**src/rtl/cipher_pkg.sv**
```systemverilog
// Shared constants, class/state enums and key-residue helpers for caesar_stream_cipher.
package cipher_pkg;

    localparam logic [7:0] DIG_LO = 8'd48;
    localparam logic [7:0] DIG_HI = 8'd57;
    localparam logic [7:0] UP_LO  = 8'd65;
    localparam logic [7:0] UP_HI  = 8'd90;
    localparam logic [7:0] LO_LO  = 8'd97;
    localparam logic [7:0] LO_HI  = 8'd122;

    localparam logic [7:0] DIG_RANGE   = 8'd10;
    localparam logic [7:0] ALPHA_RANGE = 8'd26;

    typedef enum logic [1:0] {
        CLS_DIGIT,
        CLS_UPPER,
        CLS_LOWER,
        CLS_OTHER
    } cls_e;

    typedef enum logic [1:0] {
        ST_IDLE,
        ST_ACTIVE,
        ST_DRAIN
    } state_e;

    function automatic cls_e classify(input logic [7:0] b);
        if (b >= DIG_LO && b <= DIG_HI) return CLS_DIGIT;
        if (b >= UP_LO  && b <= UP_HI)  return CLS_UPPER;
        if (b >= LO_LO  && b <= LO_HI)  return CLS_LOWER;
        return CLS_OTHER;
    endfunction

    function automatic logic [4:0] mod26(input logic [7:0] v);
        return 5'(v % ALPHA_RANGE);
    endfunction

    function automatic logic [3:0] mod10(input logic [7:0] v);
        return 4'(v % DIG_RANGE);
    endfunction

endpackage

```
**src/rtl/cipher_char_shift.sv**
```systemverilog
// Combinational in-range shift of one classified byte; the decrypt path exists
// only when CIPHER_DECRYPT_EN is defined.
module cipher_char_shift
    import cipher_pkg::*;
(
    input  logic [7:0] data_i,
    input  cls_e       cls_i,
    input  logic [4:0] r26_i,
    input  logic [3:0] r10_i,
`ifdef CIPHER_DECRYPT_EN
    input  logic       dec_i,
`endif
    output logic [7:0] data_o
);

    logic [8:0] top, size, shift, sum, enc, res;
    logic       res_unused;
`ifdef CIPHER_DECRYPT_EN
    logic [8:0] base, diff, dec;
`endif

    always_comb begin
        top   = {1'b0, LO_HI};
        size  = {1'b0, ALPHA_RANGE};
        shift = {4'b0, r26_i};
`ifdef CIPHER_DECRYPT_EN
        base  = {1'b0, LO_LO};
`endif
        case (cls_i)
            CLS_DIGIT: begin
                top   = {1'b0, DIG_HI};
                size  = {1'b0, DIG_RANGE};
                shift = {5'b0, r10_i};
`ifdef CIPHER_DECRYPT_EN
                base  = {1'b0, DIG_LO};
`endif
            end
            CLS_UPPER: begin
                top   = {1'b0, UP_HI};
`ifdef CIPHER_DECRYPT_EN
                base  = {1'b0, UP_LO};
`endif
            end
            default: ;
        endcase

        // Residues are below the range size, so one conditional correction suffices.
        sum = {1'b0, data_i} + shift;
        enc = (sum > top) ? sum - size : sum;
`ifdef CIPHER_DECRYPT_EN
        diff = {1'b0, data_i} - shift;
        dec  = (diff < base) ? diff + size : diff;
`endif

        res = {1'b0, data_i};
        if (cls_i != CLS_OTHER) begin
            res = enc;
`ifdef CIPHER_DECRYPT_EN
            if (dec_i) res = dec;
`endif
        end
    end

    assign data_o     = res[7:0];
    assign res_unused = res[8];

endmodule

```
**src/rtl/caesar_stream_cipher.sv**
```systemverilog
// Two-stage streaming Vigenere-style shift cipher with a KEY_DEPTH-slot residue key.
// Decrypt support is built only when CIPHER_DECRYPT_EN is defined.
module caesar_stream_cipher
    import cipher_pkg::*;
#(
    parameter int  KEY_DEPTH = 16,
    localparam int KAW       = $clog2(KEY_DEPTH)
) (
    input  logic           clk,
    input  logic           rst_n,
    input  logic           key_we,
    input  logic [KAW-1:0] key_waddr,
    input  logic [7:0]     key_wdata,
    input  logic [KAW:0]   key_len,
    input  logic           mode,
    input  logic           in_valid,
    output logic           in_ready,
    input  logic [7:0]     in_data,
    input  logic           in_last,
    output logic           out_valid,
    input  logic           out_ready,
    output logic [7:0]     out_data,
    output logic           out_last,
    output logic           busy,
    output logic           key_err
);

    localparam logic [KAW:0] LEN_MAX = (KAW+1)'(KEY_DEPTH);
    localparam logic [KAW:0] LEN_ONE = (KAW+1)'(1);

    state_e         state_q, state_d;
    logic [4:0]     key26_q [KEY_DEPTH];
    logic [3:0]     key10_q [KEY_DEPTH];
    logic [KAW:0]   len_q;
    logic [KAW-1:0] idx_q, idx_d;
    logic           key_err_q;

    logic           s1_valid_q, s1_last_q;
    logic [7:0]     s1_data_q;
    cls_e           s1_cls_q;
    logic [4:0]     s1_r26_q;
    logic [3:0]     s1_r10_q;
    logic           s2_valid_q, s2_last_q;
    logic [7:0]     s2_data_q;

    logic           s1_ready, s2_ready, acc, start, use_key;
    logic [KAW:0]   len_in, eff_len, idx_inc;
    logic [KAW-1:0] eff_idx;
    cls_e           in_cls;
    logic [4:0]     r26;
    logic [3:0]     r10;
    logic [7:0]     shifted;

`ifdef CIPHER_DECRYPT_EN
    logic           mode_q, s1_dec_q, eff_dec;
`else
    logic           mode_unused;
    assign mode_unused = mode;
`endif

    // Handshake: a transfer happens on a rising edge where valid and ready are both
    // high; valid never depends on ready, and payload is held while valid && !ready.
    // A stage loads when it is empty or its downstream stage takes its content.
    assign s2_ready = !s2_valid_q || out_ready;
    assign s1_ready = !s1_valid_q || s2_ready;
    assign in_ready = rst_n && !key_we && (state_q != ST_DRAIN) && s1_ready;
    assign acc      = in_valid && in_ready;
    assign busy     = (state_q != ST_IDLE) || s1_valid_q || s2_valid_q;

    assign out_valid = s2_valid_q;
    assign out_data  = s2_data_q;
    assign out_last  = s2_last_q;
    assign key_err   = key_err_q;

    always_comb begin
        start   = (state_q == ST_IDLE);
        len_in  = (key_len > LEN_MAX) ? LEN_MAX : key_len;
        eff_len = start ? len_in : len_q;
        eff_idx = start ? '0 : idx_q;
        in_cls  = classify(in_data);
        use_key = (in_cls != CLS_OTHER) && (eff_len != '0);
        r26     = use_key ? key26_q[eff_idx] : '0;
        r10     = use_key ? key10_q[eff_idx] : '0;
        idx_inc = {1'b0, eff_idx} + LEN_ONE;
`ifdef CIPHER_DECRYPT_EN
        eff_dec = start ? mode : mode_q;
`endif

        idx_d = idx_q;
        if (acc) begin
            idx_d = eff_idx;
            if (use_key) idx_d = (idx_inc == eff_len) ? '0 : idx_inc[KAW-1:0];
        end

        state_d = state_q;
        case (state_q)
            ST_IDLE, ST_ACTIVE: if (acc) state_d = in_last ? ST_DRAIN : ST_ACTIVE;
            ST_DRAIN:           if (!s1_valid_q && !s2_valid_q) state_d = ST_IDLE;
            default:            state_d = ST_IDLE;
        endcase
    end

    // Residues are reduced at write time so the data path never divides.
    always_ff @(posedge clk or negedge rst_n) begin
        if (!rst_n) begin
            key_err_q <= 1'b0;
            for (int i = 0; i < KEY_DEPTH; i++) begin
                key26_q[i] <= '0;
                key10_q[i] <= '0;
            end
        end else begin
            key_err_q <= key_we && busy;
            if (key_we && !busy) begin
                key26_q[key_waddr] <= mod26(key_wdata);
                key10_q[key_waddr] <= mod10(key_wdata);
            end
        end
    end

    always_ff @(posedge clk or negedge rst_n) begin
        if (!rst_n) begin
            state_q <= ST_IDLE;
            idx_q   <= '0;
            len_q   <= '0;
`ifdef CIPHER_DECRYPT_EN
            mode_q  <= 1'b0;
`endif
        end else begin
            state_q <= state_d;
            idx_q   <= idx_d;
            if (acc && start) begin
                len_q  <= len_in;
`ifdef CIPHER_DECRYPT_EN
                mode_q <= mode;
`endif
            end
        end
    end

    always_ff @(posedge clk or negedge rst_n) begin
        if (!rst_n) begin
            s1_valid_q <= 1'b0;
            s1_last_q  <= 1'b0;
            s1_data_q  <= '0;
            s1_cls_q   <= CLS_OTHER;
            s1_r26_q   <= '0;
            s1_r10_q   <= '0;
`ifdef CIPHER_DECRYPT_EN
            s1_dec_q   <= 1'b0;
`endif
            s2_valid_q <= 1'b0;
            s2_last_q  <= 1'b0;
            s2_data_q  <= '0;
        end else begin
            if (s2_ready) begin
                s2_valid_q <= s1_valid_q;
                if (s1_valid_q) begin
                    s2_data_q <= shifted;
                    s2_last_q <= s1_last_q;
                end
            end
            if (s1_ready) begin
                s1_valid_q <= acc;
                if (acc) begin
                    s1_data_q <= in_data;
                    s1_cls_q  <= in_cls;
                    s1_r26_q  <= r26;
                    s1_r10_q  <= r10;
                    s1_last_q <= in_last;
`ifdef CIPHER_DECRYPT_EN
                    s1_dec_q  <= eff_dec;
`endif
                end
            end
        end
    end

    cipher_char_shift u_shift (
        .data_i (s1_data_q),
        .cls_i  (s1_cls_q),
        .r26_i  (s1_r26_q),
        .r10_i  (s1_r10_q),
`ifdef CIPHER_DECRYPT_EN
        .dec_i  (s1_dec_q),
`endif
        .data_o (shifted)
    );

endmodule

```
**config.mk**
```make
export PLATFORM = sky130hd
export DESIGN_NAME = caesar_stream_cipher
export DESIGN_NICKNAME = d
export VERILOG_FILES = /design/src/rtl/cipher_pkg.sv /design/src/rtl/cipher_char_shift.sv /design/src/rtl/caesar_stream_cipher.sv
export SDC_FILE = /design/constraint.sdc
export NUM_CORES = 1
export LEC_CHECK = 0
export CELL_PAD_IN_SITES_DETAIL_PLACEMENT = 1
export CELL_PAD_IN_SITES_GLOBAL_PLACEMENT = 1
export CORE_MARGIN = 5
export CORE_UTILIZATION = 51
export CTS_CLUSTER_DIAMETER = 80
export DETAILED_ROUTE_END_ITERATION = 8
export HOLD_SLACK_MARGIN = 0.03
export PLACE_DENSITY_LB_ADDON = 0.1
export SYNTH_ARGS = -nofsm -noshare
export SYNTH_HDL_FRONTEND = slang
export SYNTH_HIERARCHICAL = 1
export SYNTH_SLANG_ARGS = --single-unit
```
**constraint.sdc**
```tcl
create_clock -name clk -period 8.66 [get_ports clk]
set_input_delay 1.732 -clock clk [delete_from_list [all_inputs] [get_ports clk]]
set_output_delay 1.732 -clock clk [all_outputs]
set_load 0.005 [all_outputs]
```
**Yosys cells after proc, flatten, opt, wreduce, memory -nomap -nowiden**

Cells that the tools add are included.

- Eq/ne operators: 9
- Add/subtract/negate cells: 3
- Order comparisons: 11
- Reduce and logical (&&, ||, !) cells: 29
- Muxes and demuxes: 40
- Bitwise logic cells: 2
- Divide/modulo/power cells: 2

Operator list:

| operator | count |
|---|---|
| bitwise mux 80 bit | 1 |
| bitwise mux 64 bit | 1 |
| 2-to-1 mux 5 bit | 8 |
| 2-to-1 mux 4 bit | 7 |
| binary-select mux 5 bit (select 4 bit) | 1 |
| demux 5 bit (select 4 bit) | 1 |
| 2-to-1 mux 2 bit | 9 |
| binary-select mux 4 bit (select 4 bit) | 1 |
| demux 4 bit (select 4 bit) | 1 |
| greater-or-equal comparator 8 x 7 -> 1 bit, second input constant | 2 |
| less-or-equal comparator 8 x 7 -> 1 bit, second input constant | 2 |
| 2-to-1 mux 8 bit | 2 |
| case mux 7 bit (2 select lines) | 1 |
| logical AND 1 bit | 13 |
| greater-or-equal comparator 5 bit, second input constant | 2 |
| != test 2 bit, second input constant | 5 |
| NOT 4 -> 5 bit | 2 |
| adder 8 x 5 -> 9 bit | 1 |
| greater-than comparator 9 x 7 -> 1 bit | 1 |
| greater-or-equal comparator 8 x 6 -> 1 bit, second input constant | 1 |
| less-or-equal comparator 8 x 6 -> 1 bit, second input constant | 1 |
| remainder unit 8 x 4 -> 8 bit, second input constant | 1 |
| remainder unit 8 x 5 -> 8 bit, second input constant | 1 |
| subtractor 8 x 5 -> 8 bit | 1 |
| 15 further kinds | 30 |

- Bits of input ports: 32
- Register bits after elaboration: 187

**Logic depth before layout (Yosys ltp)**

Gate-level depths: netlist of the first run.

- Depth in word-level cells: 12
- Gate-level depth with buffers: 17
- Mapped depth without buffers: 17

**Hierarchy**

The synthesis of the first run kept the hierarchy.

Modules (own cells, without submodules):

| module | cells an instance | instances | seq. area each (sq um) | area an instance (sq um) |
|---|---|---|---|---|
| caesar_stream_cipher | 898 | 1 | 4256.6 | 8702.1 |
| cipher_char_shift | 126 | 1 | 0.0 | 934.6 |

**Worst setup path after synthesis of the first run**

OpenSTA, ideal clock, no wires.

- Kind: register -> register
- Start point: reg s1_cls_q[1]
- End point: reg s2_data_q[6], in the netlist out_data[6]
- Required time: 8.535 ns
- Arrival: 4.230 ns
- Path slack: 4.305 ns
- Cell stages (with the launch flop): 17
- Buffers on the path: 0
- Clock period less this slack: 4.355 ns
- Cells stage by stage: dfstp_2 nor2_1 mux2_2 ha_1 inv_1 fa_1 nor2b_4 o311a_1 o21ai_1 xnor2_1 ha_1 nand4_4 o31ai_4 a211oi_1 a2111o_1 or4_1 mux2_2

- Word-level cells in the longest chain between the ends: 6
- Elaborated cells on any way between the ends: 11

RTL lines:

| element | RTL line | RTL |
|---|---|---|
| start: declaration | caesar_stream_cipher.sv:40 | `cls_e s1_cls_q;` |
| start signal: assignment | caesar_stream_cipher.sv:166 | `s1_cls_q <= in_cls;` |
| logical NOT 2 bit | cipher_char_shift.sv:29 | `case (cls_i)` |
| 2-to-1 mux 5 bit | cipher_char_shift.sv:29 |  |
| adder 8 x 5 -> 9 bit | cipher_char_shift.sv:48 | `sum = {1'b0, data_i} + shift;` |
| subtractor 8 x 5 -> 8 bit / greater-than comparator 9 x 7 -> 1 bit (equally long branches) | cipher_char_shift.sv:49 | `enc = (sum > top) ? sum - size : sum;` |
| 2-to-1 mux 8 bit | cipher_char_shift.sv:49 |  |
| 2-to-1 mux 8 bit (*) | cipher_char_shift.sv:56 | `if (cls_i != CLS_OTHER) begin` |
| via shifted[6] | caesar_stream_cipher.sv:52 | `logic [7:0] shifted;` |
| end signal: assignment | caesar_stream_cipher.sv:158 | `s2_data_q <= shifted;` |
| end: declaration | caesar_stream_cipher.sv:44 | `logic [7:0] s2_data_q;` |

Mark *: on every way through the listed nets, which the timed path passes. The rest lies on a longest branch.
A chain may end at the register's enable or synchronous reset.

**Worst setup path after layout of the first run**

- Start point: in key_wdata[6]
- End point: reg key26_q[6] (netlist name)

- Word-level cells in the longest chain between the ends: 2

RTL lines:

| element | RTL line | RTL |
|---|---|---|
| start: declaration | caesar_stream_cipher.sv:13 | `input logic [7:0] key_wdata,` |
| remainder unit 8 x 5 -> 8 bit | cipher_pkg.sv:35 | `return 5'(v % ALPHA_RANGE);` |
| bitwise mux 80 bit | caesar_stream_cipher.sv:114 | `key26_q[key_waddr] <= mod26(key_wdata);` |
| end signal: indexed assignment | caesar_stream_cipher.sv:114 |  |
| end: declaration | caesar_stream_cipher.sv:32 | `logic [4:0] key26_q [KEY_DEPTH];` |

Every way passes these cells.

==> results.toml, run 1 <==
[status]
outcome = "complete, no violations"

[finish]
drive_above_1_share = 0.146
final_nets = 1074
diodes = 0
area_growth_pct = 11.2
fillers = 2131

[floorplan]
dieArea_um2 = 21700
floorplan.rows = 50
die_w_um = 147
die_h_um = 147
initial_core_util = 0.517
io-pin-count = 45
core_um2 = 18600

[route]
detail-route-antenna-nets = 0
drt_iter0_drc = 346
routed_wirelength_mm = 25.8
wl_per_cell_um = 20.2
route.detailed.drc = 0
post_drt_via_cell_ratio = 6.01
dr_total_vias = 7669
drt_pass1_iterations = 4

[clock_network]
clock-sinks = 170
clk_pin_slew_ns = 0.08
postCtsHoldBufs = 0
cts_tree = "done"
htree_num_levels = 4
numCtsBuffers = 17
post_cts_buffers = 0
clockRootBuffer = "clkbuf_16"
cts_resized = 0
clockBufferDepth = 2
clk_latency_ns = 0.44

[timing]
worst_pin_slew_ns = 1.14
setup_violations = 0
drv_slew = 0
rsz0062_at_grt = "false"
slew_headroom = 0.238
finClkSkew_ns = 0.0145
timing.final.crit_share = 0.600
finalSetupTns_ns = 0
finalHoldViolations = 0
setup_ws_ns = 3.47
period_needed_ns = 5.19
maxClockFrequency_ghz = 0.193

[global_route]
grt_max_degree = 61
grt_overflow = 0
grt_pass1_vias = 8141
grt_pass1_wl_mm = 43.6
grtUsageTotal = 0.248
antenna_found_initial = 0

[critical_path]
critPathCaptureType = "flip-flop"
critical_path.top_delay_family = "compound AO/OA/AOI/OAI gates"
cp.required_ns = 8.91
rrSetupSlack_ns = 3.72
path_common_cell = "a21oi_1"
critPathBufInv = 1
path_cells = "clkdlybuf4s50_1 > or3b_2 > a21oi_1 > a2111oi_0 > a21oi_1 > a21oi_1 > a211oi_2 > o21ai_0"
cpMaxStageDelayCell = "a211oi_2"
crit_path_start_kind = "input pin"
worstPathArrival_ns = 5.45
slowest_delay_ns = 0.99
cp_max_fo = 31
path_class = "in2reg"

[placed_design]
io_buffers = 43
hpwl_mm = 17.6
gp_congestion = 0.834
pre_cts_slack_ns = 3.05

[synth]
synthesis.area_um2 = 9640
ys_seq_area_frac = 0.442
yosysMostFrequentCell = "nand2_1"
async_flop_share = 1.00
syn_inst = 1024
avgSynthCellArea_um2 = 9.41
synth_largest_area_cell = "dfrtp_1"
yosysTopAreaCellShare = 0.436
synth_cell_types = 91
synth_seq_cells = 170
syn_nets = 1070
synth_flop_cell = "dfrtp_1"
yosys_warnings = 6
synth_area_leaders = "dfrtp_1 (44%), nand2_1 (9.6%), mux4_2 (5.6%), mux2_2 (5.0%), o21ai_0 (4.6%)"
synth-edff-count = 0
synthTopCellsByCount = "nand2_1 (246), dfrtp_1 (168), o21ai_0 (89)"

[hold_path]
hold_path_class = "reg2reg"

[job]
cap_viol_max_count = 0

[power_and_ir_drop]
ir_drop_v = 0.000159
leakage_uw = 0.00465
p_per_area_nw_per_um2 = 263
## worst register-to-register path: cells and delay by family, from the launching register on
kind | cells | cell delay [ns]
buffers and inverters | 1 | 0.08
AOI/OAI and AO/OA | 5 | 1.54
adders and majority gates | 3 | 0.82
DFF | 1 | 0.39
and+or+nand+nor | 4 | 1.17
xor gates and xnor gates | 1 | 0.13
muxes | 2 | 0.69
## metal layers
metal  part of all wire  track usage  up-vias
met5                  0            0        -
met4              0.022       0.0760        0
met3              0.027       0.0346       33
met2               0.50        0.425      106
met1               0.45        0.329     3857
li1                   -            -     3673
## report_power, final
| group | internal (uW) | switching, uW | total (uW) |
|---|---|---|---|
| logic | 416 | 512 | 928 |
| clock network | 393 | 367 | 760 |
| registers | 1000 | 126 | 1130 |
## area by class of cell
cell class	count	area, um^2	share of cell area
Inverter	17	63.8	0.00596
Timing Repair Buffer	52	499	0.0466
Tap cell	234	293	0.0273
Sequential cell	170	4260	0.397
Clock buffer	18	439	0.0410
Multi-Input combinational cell	770	5020	0.468
Clock inverter	14	145	0.0135
## cells in the final DEF (no fill, tap or decap), types with 13 or more instances in the layout
cell,instances
a31oi_1,20
o21ai_0,89
inv_1,17
clkbuf_16,17
mux2_2,43
nor2_1,38
clkdlybuf4s50_1,42
a21oi_1,23
nand2b_1,14
dfrtp_1,168
o21ai_1,39
ha_1,13
mux4_2,24
nand2_1,246
and3_1,20
## worst paths after layout
path                                to         start  depth (start not counted)
hold / removal             key26_q[38]   key26_q[38]                          2
hold reg to reg            key26_q[38]   key26_q[38]                          2
max in group asynchronous     idx_q[3]         rst_n                          2
min in group asynchronous      key_err         rst_n                          1
setup / recovery            key26_q[6]  key_wdata[6]                          8
setup reg to reg           out_data[6]   s1_cls_q[1]                         16
## logic make-up (layout without fill, tap and decap cells)
logic type,after synthesis,in the layout,synth area share
flops,170,170,0.442
xor+xnor,14,14,0.0127
compound gates,259,259,0.175
buf+inv,84,101,0.0383
mux,73,73,0.113
simple gates,410,410,0.201
fa+ha+maj,14,14,0.0190
## sequential cells by signal, indices dropped and copies added (netlist names)
register,count
key26_q,80
key10_q,48
out_data,8
s1_data_q,8
len_q,5
s1_r26_q,5
idx_q,4
s1_r10_q,3
s1_cls_q,2
state_q,2
key_err,1
out_last,1
out_valid,1
s1_last_q,1
s1_valid_q,1
## stage by stage
stage	std cells	hold slack (ns)	area [um^2]	util	power (uW)
finish	1275	0.481	10700	0.575	2820
global route	1275	0.503	10700	0.575	2990
CTS	1275	0.485	10700	0.575	2840
detailed placement	1243	0.468	10100	0.543	2060
global placement	1243	0.456	10100	0.543	2010
floorplan	1024	0.441	9640	-	1750
Note: power is estimated with default switching activity, not from simulation.
==> run 2: changes to the inputs <==
--- a/config.mk
+++ b/config.mk
@@ -8,7 +8,7 @@
 export CELL_PAD_IN_SITES_DETAIL_PLACEMENT = 1
 export CELL_PAD_IN_SITES_GLOBAL_PLACEMENT = 1
 export CORE_MARGIN = 5
-export CORE_UTILIZATION = 51
+export CORE_UTILIZATION = 48
 export CTS_CLUSTER_DIAMETER = 80
 export DETAILED_ROUTE_END_ITERATION = 8
 export HOLD_SLACK_MARGIN = 0.03
==> constraint.sdc (replaced) <==
create_clock -name clk -period 5.4 [get_ports clk]
set_input_delay 1.08 -clock clk [delete_from_list [all_inputs] [get_ports clk]]
set_output_delay 1.08 -clock clk [all_outputs]
set_load 0.005 [all_outputs]
==> run 2 against run 1 <==
Clock power increased by 58%; via count increased by 0.86%; hold slack got worse by 0.0051 ns; cell count increased by 3.0%; first-iteration DRC count increased by 5.8%; highest routed layer unchanged.
==> results.toml, run 2 (same netlist as run 1, synthesis figures left out) <==
[timing]
setup_violations = 0
rsz0062_at_grt = "false"
holdWs_ns = 0.476
worst_pin_slew_ns = 0.887
setup_ws_ns = 0.337
slew_headroom = 0.409
timing.final.crit_share = 0.938
finalHoldViolations = 0
finalSetupTns_ns = 0
period_needed_ns = 5.06
finClkSkew_ns = 0.0107
maxClockFrequency_ghz = 0.198
drv_slew = 0

[global_route]
grt_max_degree = 64
grtUsageTotal = 0.237
grt_pass1_wl_mm = 42.7
grt_overflow = 0
grt_pass1_vias = 7947
antenna_found_initial = 0

[route]
detail-route-antenna-nets = 0
dr_total_vias = 7735
route.detailed.drc = 0
post_drt_via_cell_ratio = 5.89
routed_wirelength_mm = 25.8
drt_iter0_drc = 366
drt_pass1_iterations = 5
wl_per_cell_um = 19.7

[clock_network]
numCtsBuffers = 17
clk_latency_ns = 0.44
cts_tree = "done"
postCtsHoldBufs = 0
clock-sinks = 170
clockRootBuffer = "clkbuf_16"
cts_resized = 0
clk_pin_slew_ns = 0.07
htree_num_levels = 4
clockBufferDepth = 2
post_cts_buffers = 0

[finish]
post-route-util = 0.552
final_common_cell = "nand2_1"
stdcell_area_um2 = 10800
reg.largest.list = "key26_q x80, key10_q x48"
area_growth_pct = 12.1
final_nets = 1081
top_register = "key26_q"
final_cell_mix = "nand2_1 (246), dfrtp_1 (168), o21ai_0 (89)"
diodes = 0
drive_above_1_share = 0.151
fillers = 2244
largest_reg_flops = 80

[power_and_ir_drop]
p_sw_uw = 1610
combPwrFrac = 0.332
p_sw_frac = 0.356
p_per_area_nw_per_um2 = 417
internal_power_uw = 2900
p_clk_frac = 0.267
seqPwrFrac = 0.402
leakage_uw = 0.00469
ir_drop_v = 0.000249

[floorplan]
die_h_um = 152
initial_core_util = 0.492
dieArea_um2 = 23000
io-pin-count = 45
floorplan.rows = 51
die_w_um = 152
core_um2 = 19600

[critical_path]
reg2reg_from = "s1_cls_q[1]"
rrSetupSlack_ns = 0.34
cp.required_ns = 5.72
cp_max_fo = 9
critPathCaptureType = "flip-flop"
worstPathArrival_ns = 5.39
crit_path_start_kind = "flip-flop"
r2r-end = "out_data[6]"
path_class = "reg2reg"
rr_worst_depth = 16

[status]
outcome = "complete, no violations"

[hold_path]
min_from = "len_q[2]"
hold_end = "len_q[2]"
hold-path-cell-count = 2
hold_path_class = "reg2reg"

[placed_design]
pre_cts_slack_ns = 0.410
io_buffers = 43
place_area_um2 = 10200
hpwl_mm = 17.9
gp_congestion = 0.808

[job]
cap_viol_max_count = 0
run 2: changes by cell type in the layout (fill, tap and decap cells not counted):
cell      previous run  this run
buf_4                9        16
inv_8                4         3
a311oi_2             1         0
clkinv_2             0         1
clkinv_8             2         3
clkbuf_8             1         0
a31oi_2              1         0
a311oi_4             0         1
a31oi_1             20        21
run 2: how the worst max path moves through the flow:
stage,startpoint,to,cells past startpoint
2_1_floorplan,s1_cls_q[1],out_data[6],16
3_3_place_gp,s1_cls_q[1],out_data[6],16
3_5_place_dp,s1_cls_q[1],out_data[6],16
4_1_cts,s1_cls_q[1],out_data[6],16
5_1_grt,s1_cls_q[1],out_data[6],16
6_report,s1_cls_q[1],out_data[6],16
run 2: cell type report:
class                      count  area (um^2)  area share
multi-input combinational    770         5020       0.465
sequential                   170         4260       0.394
timing repair buffer          59          552      0.0511
clock buffer                  17          425      0.0394
tap                          265          332      0.0307
clock inverter                15          155      0.0144
inverter                      17         63.8     0.00590
run 2: worst max-delay path, cell delays in order (launching register included):
cell	delay, ns
dfstp_2	0.39
nor2_1	0.55
mux2_2	0.41
ha_1	0.20
inv_1	0.08
fa_1	0.25
nor2b_4	0.06
o311a_1	0.33
o21ai_1	0.48
xnor2_1	0.17
ha_1	0.38
nand4_4	0.12
o31ai_4	0.33
a211oi_1	0.13
a2111o_1	0.38
or4_1	0.40
mux2_2	0.28
run 2: per-stage QoR:
| stage | power, uW | std cells |
|---|---|---|
| finish | 4500 | 1313 |
| global route | 4780 | 1313 |
| floorplan | 2810 | 1024 |
| detailed placement | 3320 | 1281 |
| global placement | 3240 | 1281 |
| CTS | 4540 | 1313 |
run 2: metal layers:
metal  GRT usage  vias up  part of all wire
li1            -     3672                 -
met1       0.318     3938              0.46
met3      0.0348       22             0.028
met4      0.0593        0             0.012
met5           0        -                 0
met2       0.406      103              0.50
run 2: power by group through the flow:
stage	Clock (uW)	Sequential, uW	Combinational [uW]
2_1_floorplan	0	1770	1040
3_3_place_gp	0	1810	1430
3_5_place_dp	0	1830	1490
4_1_cts	1230	1810	1500
5_1_grt	1280	1850	1650
6_report	1200	1810	1490
==> run 3: changes to the inputs <==
--- a/config.mk
+++ b/config.mk
@@ -15,5 +15,4 @@
 export PLACE_DENSITY_LB_ADDON = 0.1
 export SYNTH_ARGS = -nofsm -noshare
 export SYNTH_HDL_FRONTEND = slang
-export SYNTH_HIERARCHICAL = 1
 export SYNTH_SLANG_ARGS = --single-unit
==> run 3 against run 2 <==
First-iteration DRC count grew 36%; largest cell class unchanged; sequential share of layout area shrank 1.6 points; critical path type unchanged; cell area grew 4.3%; count of clock-buffer cells in the layout grew 1; critical path depth shrank 2; utilization shrank 1.0 points; clock skew grew 0.0041 ns; clock power grew 4%; combinational power grew 9%; register-to-register slack gained 0.70 ns; flip-flop and latch count is the same; synthesized cell count grew 6.9%.
==> results.toml, run 3 <==
[synth]
synth-edff-count = 0
syn_inst = 1095
synth_mux_area_frac = 0.127
synth_largest_area_cell = "dfrtp_1"
synthTopCellsByCount = "nand2_1 (186), dfrtp_1 (168), nor2_1 (116)"
yosysTopAreaCellShare = 0.417
syn_nets = 1141
yosysMostFrequentCell = "nand2_1"
avgSynthCellArea_um2 = 9.20
synthesis.area_um2 = 10100
synth_area_leaders = "dfrtp_1 (42%), mux2_2 (7.5%), nand2_1 (6.9%), nor2_1 (4.3%), mux4_2 (3.6%)"
ys_seq_area_frac = 0.422
async_flop_share = 1.00
synth_top_family_by_area = "simple AND/OR/NAND/NOR gates"
synth_seq_cells = 170
synth_compound_area_frac = 0.168
synth_cell_types = 79
yosys_warnings = 0
yosys.area_share.simple = 0.205
synth-adder-area-share = 0.0181
synth_flop_cell = "dfrtp_1"
synth-xor-area-share = 0.0181

[clock_network]
numCtsBuffers = 17
clockBufferDepth = 2
clock-sinks = 170
cts_resized = 0
post_cts_buffers = 0
postCtsHoldBufs = 0
clk_latency_ns = 0.43
cts_tree = "done"
htree_num_levels = 4
clk_pin_slew_ns = 0.07
clockRootBuffer = "clkbuf_16"

[status]
outcome = "complete, no violations"

[placed_design]
place_area_um2 = 10700
placed_cells_incl_taps = 1358
io_buffers = 43
gp_congestion = 0.799
hpwl_mm = 19.2

[finish]
layout.cells.non_filler = 1390
fillers = 2370
multi_input_comb_area_um2 = 5420
diodes = 0
final_cell_mix = "nand2_1 (186), dfrtp_1 (166), nor2_1 (115)"
drive_above_1_share = 0.148
final_common_cell = "nand2_1"
final_nets = 1148
top_register = "key26_q"
area_growth_pct = 11.9
reg.largest.list = "key26_q x80, key10_q x48"
seqCellArea_um2 = 4260
largest_reg_flops = 80
stdcell_area_um2 = 11300
post-route-util = 0.541

[critical_path]
cp_max_fo = 8
reg2reg_from = "s1_cls_q[1]"
rrSetupSlack_ns = 1.04
path_class = "reg2reg"
cp.required_ns = 5.71
critPathCaptureType = "flip-flop"
r2r-end = "out_data[2]"
crit_path_start_kind = "flip-flop"
worstPathArrival_ns = 4.68
rr_worst_depth = 14

[floorplan]
floorplan.rows = 53
die_h_um = 155
core_um2 = 20800
io-pin-count = 45
die_w_um = 155
initial_core_util = 0.484
dieArea_um2 = 24000

[global_route]
antenna_found_initial = 0
use_met2 = 0.417
grt_pass1_wl_mm = 46.6
use_met1 = 0.323
grt_max_degree = 74
grt_util_met3 = 0.0364
grt-busiest-layer = "met2"
grt_overflow = 0
grtUsageTotal = 0.240
grt_pass1_vias = 8797

[timing]
worst_pin_slew_ns = 1.10
finalSetupTns_ns = 0
timing.final.crit_share = 0.808
period_needed_ns = 4.36
finClkSkew_ns = 0.0148
rsz0062_at_grt = "false"
maxClockFrequency_ghz = 0.229
drv_slew = 0
finalHoldViolations = 0
slew_headroom = 0.264
setup_violations = 0

[power_and_ir_drop]
power_uw = 4750
p_per_area_nw_per_um2 = 421
ir_drop_v = 0.000249
leakage_uw = 0.00490

[route]
dr_total_vias = 8359
detail-route-antenna-nets = 0
drt_iter0_drc = 496
drt_pass1_iterations = 5
routed_wirelength_mm = 28.0
wl_per_cell_um = 20.2
post_drt_via_cell_ratio = 6.01
route.detailed.drc = 0

[hold_path]
hold_path_class = "reg2reg"
hold_end = "key26_q[9]"
min_from = "key26_q[9]"
hold-path-cell-count = 2

[job]
cap_viol_max_count = 0
## run 3: changes by cell type after synthesis, sizes merged, moves of 20 or more
cell | before | now
mux2 | 44 | 67
nand3 | 10 | 32
o21ai | 135 | 68
nand2 | 247 | 186
nor2 | 38 | 117
a21oi | 28 | 48
a211oi | 8 | 29
## run 3: how the worst max path moves through the flow
stage | to | slack (ns) | from | cells after the start
6_report | out_data[2] | 1.04 | s1_cls_q[1] | 14
5_1_grt | out_data[2] | 0.76 | s1_cls_q[1] | 15
4_1_cts | out_data[2] | 1.07 | s1_cls_q[1] | 14
3_5_place_dp | key26_q[33] | 1.0 | key_wdata[5] | 10
3_3_place_gp | key26_q[68] | 1.08 | key_wdata[6] | 10
2_1_floorplan | out_data[2] | 1.41 | s1_cls_q[1] | 14
## run 3: report_power, final
part           total (uW)  switching (uW)  internal [uW]
Combinational        1630             870            756
Clock                1250             555            694
Sequential           1870             245           1630
Total                4750            1670           3080
## run 3: logic make-up (layout without fill, tap and decap cells)
| family | Yosys count | count (layout) |
|---|---|---|
| simple gates | 450 | 450 |
| compound gates | 248 | 248 |
| flops | 170 | 170 |
| mux | 99 | 99 |
| buf+inv | 94 | 114 |
| xor+xnor | 20 | 20 |
| fa+ha+maj | 14 | 14 |
## run 3: layout make-up
cell class | instances | area share
clock inverters | 14 | 0.0144
clock buffers | 18 | 0.0381
flip-flops and latches | 170 | 0.378
inverters | 16 | 0.00533
well taps | 275 | 0.0305
multi-input cells | 831 | 0.480
repair buffers | 66 | 0.0536
## run 3: through the flow
step                hold WS [ns]  setup slack (ns)
floorplan                  0.435              1.41
global placement           0.453              1.08
detailed placement         0.460             0.997
CTS                        0.483              1.07
global route               0.503             0.755
finish                     0.481              1.04
## run 3: layer usage
layer / part of all wire / wire [um]
met5: 0 / 0
met4: 0.0079 / 222
met3: 0.033 / 936
met2: 0.50 / 14000
met1: 0.46 / 12800
## run 3: worst max-delay path, stage by stage (launching register included)
cell       delay (ns)
dfstp_2          0.39
nor2_1           0.32
mux2_2           0.40
ha_1             0.35
nor2b_1          0.19
o31a_1           0.25
o21ai_0          0.13
xnor2_1          0.35
ha_1             0.34
and2_1           0.17
a2111oi_0        0.42
a31oi_1          0.16
o22ai_4          0.34
mux2i_1          0.12
a221o_1          0.34
